### src/rtl/tdm_demux_if.sv
// tdm_demux_if: bundles the slot stream and the per-channel outputs of tdm_demux.
// master = upstream driver / observer, slave = the demultiplexer itself.
interface tdm_demux_if #(
   parameter int unsigned NUM_CH = 4,
   parameter int unsigned DATA_W = 8
);
   logic                     in_valid;
   logic [DATA_W-1:0]        in_data;
   logic                     in_sof;
   logic [NUM_CH*DATA_W-1:0] out_data;
   logic [NUM_CH-1:0]        out_valid;
   logic                     frame_done;
   logic                     sync_err;
   logic                     locked;

   modport master (
      output in_valid, in_data, in_sof,
      input  out_data, out_valid, frame_done, sync_err, locked
   );

   modport slave (
      input  in_valid, in_data, in_sof,
      output out_data, out_valid, frame_done, sync_err, locked
   );
endinterface

### src/rtl/tdm_demux.sv
// tdm_demux: 1-to-NUM_CH TDM demultiplexer with frame alignment tracking.
// Optional macro TDM_DEMUX_FRAME_LATCH_EN: slot words collect in a shadow
// buffer and reach out_data only as a complete frame, all channels at once.
module tdm_demux #(
   parameter int unsigned NUM_CH = 4,
   parameter int unsigned DATA_W = 8
) (
   input  logic         clk,
   input  logic         rst_n,
   tdm_demux_if.slave   bus
);
   localparam int unsigned     SW   = $clog2(NUM_CH);
   localparam logic [SW-1:0]   LAST = SW'(NUM_CH - 1);

   typedef enum logic {HUNT, LOCKED} state_t;

   state_t          state, state_nxt;
   logic [SW-1:0]   slot_cnt, slot_nxt;
   logic [SW-1:0]   wr_ch;
   logic            wr_en;
   logic            err_nxt;
   logic            last_nxt;

   // State and slot position register
   always_ff @(posedge clk or negedge rst_n) begin
      if (!rst_n) begin
         state    <= HUNT;
         slot_cnt <= '0;
      end else begin
         state    <= state_nxt;
         slot_cnt <= slot_nxt;
      end
   end

   // Next-state, slot position and write steering for the current beat
   always_comb begin
      state_nxt = state;
      slot_nxt  = slot_cnt;
      wr_en     = 1'b0;
      wr_ch     = '0;
      err_nxt   = 1'b0;
      if (bus.in_valid) begin
         unique case (state)
            HUNT: begin
               if (bus.in_sof) begin
                  wr_en     = 1'b1;
                  slot_nxt  = SW'(1);
                  state_nxt = LOCKED;
               end
            end
            LOCKED: begin
               if (bus.in_sof) begin
                  // an early SOF restarts the frame at slot 0
                  err_nxt  = (slot_cnt != '0);
                  wr_en    = 1'b1;
                  slot_nxt = SW'(1);
               end else if (slot_cnt == '0) begin
                  // missing SOF: drop the beat and re-acquire
                  err_nxt   = 1'b1;
                  state_nxt = HUNT;
               end else begin
                  wr_en    = 1'b1;
                  wr_ch    = slot_cnt;
                  slot_nxt = (slot_cnt == LAST) ? '0 : slot_cnt + 1'b1;
               end
            end
            default: state_nxt = HUNT;
         endcase
      end
      last_nxt = wr_en && (wr_ch == LAST);
   end

   // Status flags: pulses plus locked mirroring the state register
   always_ff @(posedge clk or negedge rst_n) begin
      if (!rst_n) begin
         bus.frame_done <= 1'b0;
         bus.sync_err   <= 1'b0;
         bus.locked     <= 1'b0;
      end else begin
         bus.frame_done <= last_nxt;
         bus.sync_err   <= err_nxt;
         bus.locked     <= (state_nxt == LOCKED);
      end
   end

`ifdef TDM_DEMUX_FRAME_LATCH_EN
   logic [NUM_CH*DATA_W-1:0] shadow, shadow_upd;

   // Shadow contents including the word being written this cycle
   always_comb begin
      shadow_upd = shadow;
      if (wr_en) shadow_upd[wr_ch*DATA_W +: DATA_W] = bus.in_data;
   end

   // Collect slots in the shadow; publish only a completed frame
   always_ff @(posedge clk or negedge rst_n) begin
      if (!rst_n) begin
         shadow        <= '0;
         bus.out_data  <= '0;
         bus.out_valid <= '0;
      end else begin
         if (wr_en) shadow <= shadow_upd;
         if (last_nxt) bus.out_data <= shadow_upd;
         bus.out_valid <= last_nxt ? '1 : '0;
      end
   end
`else
   logic [NUM_CH-1:0] wr_onehot;

   // Channel strobe for the slot being written
   always_comb begin
      wr_onehot = '0;
      if (wr_en) wr_onehot[wr_ch] = 1'b1;
   end

   // Per-slot update of the addressed channel register
   always_ff @(posedge clk or negedge rst_n) begin
      if (!rst_n) begin
         bus.out_data  <= '0;
         bus.out_valid <= '0;
      end else begin
         if (wr_en) bus.out_data[wr_ch*DATA_W +: DATA_W] <= bus.in_data;
         bus.out_valid <= wr_onehot;
      end
   end
`endif
endmodule

### src/flat_wrapper.sv
// flat-port wrapper written by rule: the top's interface ports become plain ports
module tdm_demux_flat 
#(
   parameter int unsigned NUM_CH = 4,
   parameter int unsigned DATA_W = 8
)
  (clk, rst_n, bus_in_valid, bus_in_data, bus_in_sof, bus_out_data, bus_out_valid, bus_frame_done, bus_sync_err, bus_locked);
  tdm_demux_if #(.NUM_CH(NUM_CH), .DATA_W(DATA_W)) bus_i ();
  input  logic clk;
  input  logic rst_n;
  input wire logic [$bits(bus_i.in_valid)-1:0] bus_in_valid;
  input wire logic [$bits(bus_i.in_data)-1:0] bus_in_data;
  input wire logic [$bits(bus_i.in_sof)-1:0] bus_in_sof;
  output wire logic [$bits(bus_i.out_data)-1:0] bus_out_data;
  output wire logic [$bits(bus_i.out_valid)-1:0] bus_out_valid;
  output wire logic [$bits(bus_i.frame_done)-1:0] bus_frame_done;
  output wire logic [$bits(bus_i.sync_err)-1:0] bus_sync_err;
  output wire logic [$bits(bus_i.locked)-1:0] bus_locked;
  assign bus_i.in_valid = bus_in_valid;
  assign bus_i.in_data = bus_in_data;
  assign bus_i.in_sof = bus_in_sof;
  assign bus_out_data = bus_i.out_data;
  assign bus_out_valid = bus_i.out_valid;
  assign bus_frame_done = bus_i.frame_done;
  assign bus_sync_err = bus_i.sync_err;
  assign bus_locked = bus_i.locked;
  tdm_demux #(.NUM_CH(NUM_CH), .DATA_W(DATA_W)) u_core (.clk(clk), .rst_n(rst_n), .bus(bus_i));
endmodule
### config.mk
export PLATFORM = sky130hd
export DESIGN_NAME = tdm_demux_flat
export DESIGN_NICKNAME = d
export VERILOG_FILES = /design/src/rtl/tdm_demux_if.sv /design/src/rtl/tdm_demux.sv /design/src/flat_wrapper.sv
export SDC_FILE = /design/constraint.sdc
export NUM_CORES = 1
export LEC_CHECK = 0
export CAP_MARGIN = 20
export CORE_MARGIN = 2
export CORE_UTILIZATION = 40
export DETAILED_ROUTE_END_ITERATION = 10
export GPL_TIMING_DRIVEN = 0
export PLACE_DENSITY = 0.75
export SKIP_LAST_GASP = 1
export SLEW_MARGIN = 30
export SYNTH_ARGS = -nofsm -noshare
export SYNTH_HDL_FRONTEND = slang
export SYNTH_SLANG_ARGS = --single-unit
### constraint.sdc
create_clock -name clk -period 3.6 [get_ports clk]
set_input_delay 0.54 -clock clk [delete_from_list [all_inputs] [get_ports clk]]
set_output_delay 0.54 -clock clk [all_outputs]
set_load 0.01 [all_outputs]
==> results.toml <==
[status]
run_status = "complete, no violations"

[hold_path]
hold_path_class = "in -> async"

[sta]
setup_tns_ns = 0
finalSetupViolations = 0
relSlewSlack_pct = 65.9
period_minus_slack_ns = 2.85
clock_skew_ns = 0.00778
fin_ws_ns = 0.755
holdWs_ns = 0.193
fmax_mhz = 351
timing.final.crit_share_pct = 79.0
final-hold-violation-count = 0
maxSlewViolCount = 0
worstMarginPinSlew_ns = 0.509
rsz0062_at_grt = "false"

[detailed_routing]
drt_iter0_drc = 110
avgViaCountPerCell = 5.36
antenna_left = 0
drc = 0
post_drt_wl_per_cell_microns = 16.1
firstDrtPassIters = 4
wl_microns = 4940
vias = 1647

[placement]
pre_cts_slack_ns = 0.579
dp_hpwl_microns = 3500
gp_congestion = 0.846
placed_cell_area_sq_mm = 0.00263
port-buffer-count = 49

[final_layout]
syn2layout_area_growth_pct = 35.8
nNetsFinal = 261
num_antenna_cells = 0
fin_area_sq_mm = 0.00276
drive_gt1_share_pct = 12.9

[global_route]
gr-total-overflow = 0
grt_max_degree = 24
gr-usage-met1_pct = 27.3
grt_pass1_wl_microns = 7850
met2_usage_pct = 28.4
first_global_vias = 1536
antenna_found_initial = 0
use_met3_pct = 4.02
gr-usage-all-layers_pct = 18.7
grt.busiest_layer = "met2"

[run]
cap_violations = 0

[power]
p_switching_mw = 0.670
power.share.clock_pct = 21.1
switching_share_pct = 33.2
powerDensity_mw_per_mm2 = 732
power_frac_seq_pct = 34.5
power.internal_mw = 1.35
leakagePower_nw = 1.22
vdd.ir_drop.worst_uv = 408
pwr-share-comb_pct = 44.5

[synth]
syn_area_sq_mm = 0.00203
syn_area_per_cell_sq_um = 11.1
synth_cells = 183
syn-num-nets = 204
ys_warn_count = 0
yosysSeqAreaShare_pct = 49.3
ys_ff_latch = 40
synth.distinct_cells = 29

[worst_setup_path]
worst_setup_path_start_kind = "register"
crit_required_ns = 3.83
crit_path_end_kind = "register"
cp.arrival_ns = 3.07
crit_type = "reg -> reg"
cp_max_fo = 9

[clock_network]
cts_made_buffers = 5
clk_pin_slew_ns = 0.08
post_cts.repair.setup_buffers = 0
cts_tree = "done"
clock-sinks = 40
cts_resized = 0
cts_hold_buf = 0
cts_buffer_depth = 2
clkLatencyLatePin_ns = 0.29
htreeDepth = 2
root_buffer = "clkbuf_8"

[floorplan]
die_h_microns = 75.2
ioPinCount = 51
num_rows = 25
core_area_sq_mm = 0.00482
die_area_sq_mm = 0.00566
die_w_microns = 75.2
start_util_pct = 42.1
==> cell usage in the layout (no fill, tap or decap) <==
cell and count:
a21oi_1 1, o211a_1 2, clkbuf_1 6, a41oi_1 16, nor4b_4 2, o2bb2ai_1 16, nor3b_1 1, ha_1 9
clkbuf_2 1, clkdlybuf4s50_1 48, buf_1 1, nand3_1 17, nand2_1 7, and4bb_4 1, buf_2 5, inv_1 25
a31oi_1 1, and4_1 1, dfrtp_1 40, clkbuf_8 5, bufinv_16 2, or2_2 1, or2_1 1, nor2_1 3
and4_4 1, a22oi_1 1, a31o_2 8, a31o_1 8, buf_4 1, a211o_1 2, a22o_1 3, buf_16 1
buf_6 3
==> metal layers <==
layer	part of all wire (%)	up-vias
met5	0	-
met4	0.38	0
met3	4.4	4
met2	50	43
met1	45	809
li1	-	791
==> layout make-up <==
cell class / instances / area, sq um
buffer: 16 / 92.6
clock buffer: 5 / 68.8
clock inverter: 2 / 60.1
fill: 433 / 2060
inverter: 25 / 93.8
multi-input combinational: 102 / 842
sequential: 40 / 1000
tap: 67 / 83.8
timing repair buffer: 50 / 513
==> power groups by stage <==
stage / registers [mW] / logic [mW] / clock network, mW
floorplan: 0.756 / 0.435 / 0
global placement: 0.703 / 0.882 / 0
detailed placement: 0.704 / 0.901 / 0
CTS: 0.697 / 0.904 / 0.433
global route: 0.713 / 0.984 / 0.451
finish: 0.695 / 0.897 / 0.425
==> stage by stage <==
step                      util, %  cells  total power [mW]
after floorplan                 -    183              1.19
after CTS                    57.2    307              2.03
final                        57.2    307              2.02
after detailed placement     54.5    300              1.61
after global routing         57.2    307              2.15
after global placement       54.1    299              1.59
==> cells by family after synthesis <==
kind of cell	count (synthesis)	share of synthesized area, %
and+or+nand+nor	35	11.2
buffers and inverters	41	9.19
AOI/OAI and AO/OA	58	24.8
adders and majority gates	9	5.55
DFF	40	49.3
==> path summary, 6_finish.rpt <==
path                                         from  slack, ns  cells after the start                      end
max                            u_core.slot_cnt[0]       0.75                     10  u_core.bus.out_data[13]
min reg2reg                u_core.bus.out_data[3]       0.49                      1   u_core.bus.out_data[3]
min in group clk           u_core.bus.out_data[3]       0.49                      1   u_core.bus.out_data[3]
max in group asynchronous                   rst_n       2.93                      2  u_core.bus.out_data[21]
max reg2reg                    u_core.slot_cnt[0]       0.75                     10  u_core.bus.out_data[13]
min                                         rst_n       0.19                      1  u_core.bus.out_data[24]
==> cell usage after synthesis <==
cell	number	area, sq um
and4_1	1	8.76
dfrtp_1	40	1000
a31o_1	8	70.1
buf_2	4	20.0
inv_1	25	93.8
buf_1	1	3.75
a41oi_1	16	140
a21oi_1	1	5.00
o211a_1	2	20.0
nand3_1	17	85.1
clkbuf_2	1	5.00
o2bb2ai_1	16	140
a211o_1	2	17.5
a22oi_1	1	7.51
clkbuf_1	6	22.5
buf_4	1	7.51
nand2_1	7	26.3
or2_1	1	6.26
buf_6	3	33.8
nor4b_4	2	47.6
a31o_2	8	70.1
or2_2	1	6.26
ha_1	9	113
nor3b_1	1	7.51
and4bb_4	1	16.3
a22o_1	3	26.3
a31oi_1	1	6.26
and4_4	1	11.3
nor2_1	3	11.3
==> state kept, by name (all words and copies together) (netlist names) <==
signal / cells
u_core.state: 1
u_core.bus.sync_err: 1
u_core.bus.out_valid: 3
u_core.slot_cnt: 2
u_core.bus.out_data: 32
u_core.bus.frame_done: 1
==> critical path, cell delays in order, from the launching register on <==
cell and delay [ns]:
dfrtp_1 0.45, inv_1 0.19, ha_1 0.25, and4bb_4 0.38, nand2_1 0.13, inv_1 0.13, ha_1 0.15, buf_1 0.30
and4_1 0.25, clkbuf_1 0.33, a31o_2 0.22
No activity file was read; power rests on OpenSTA's default activity.
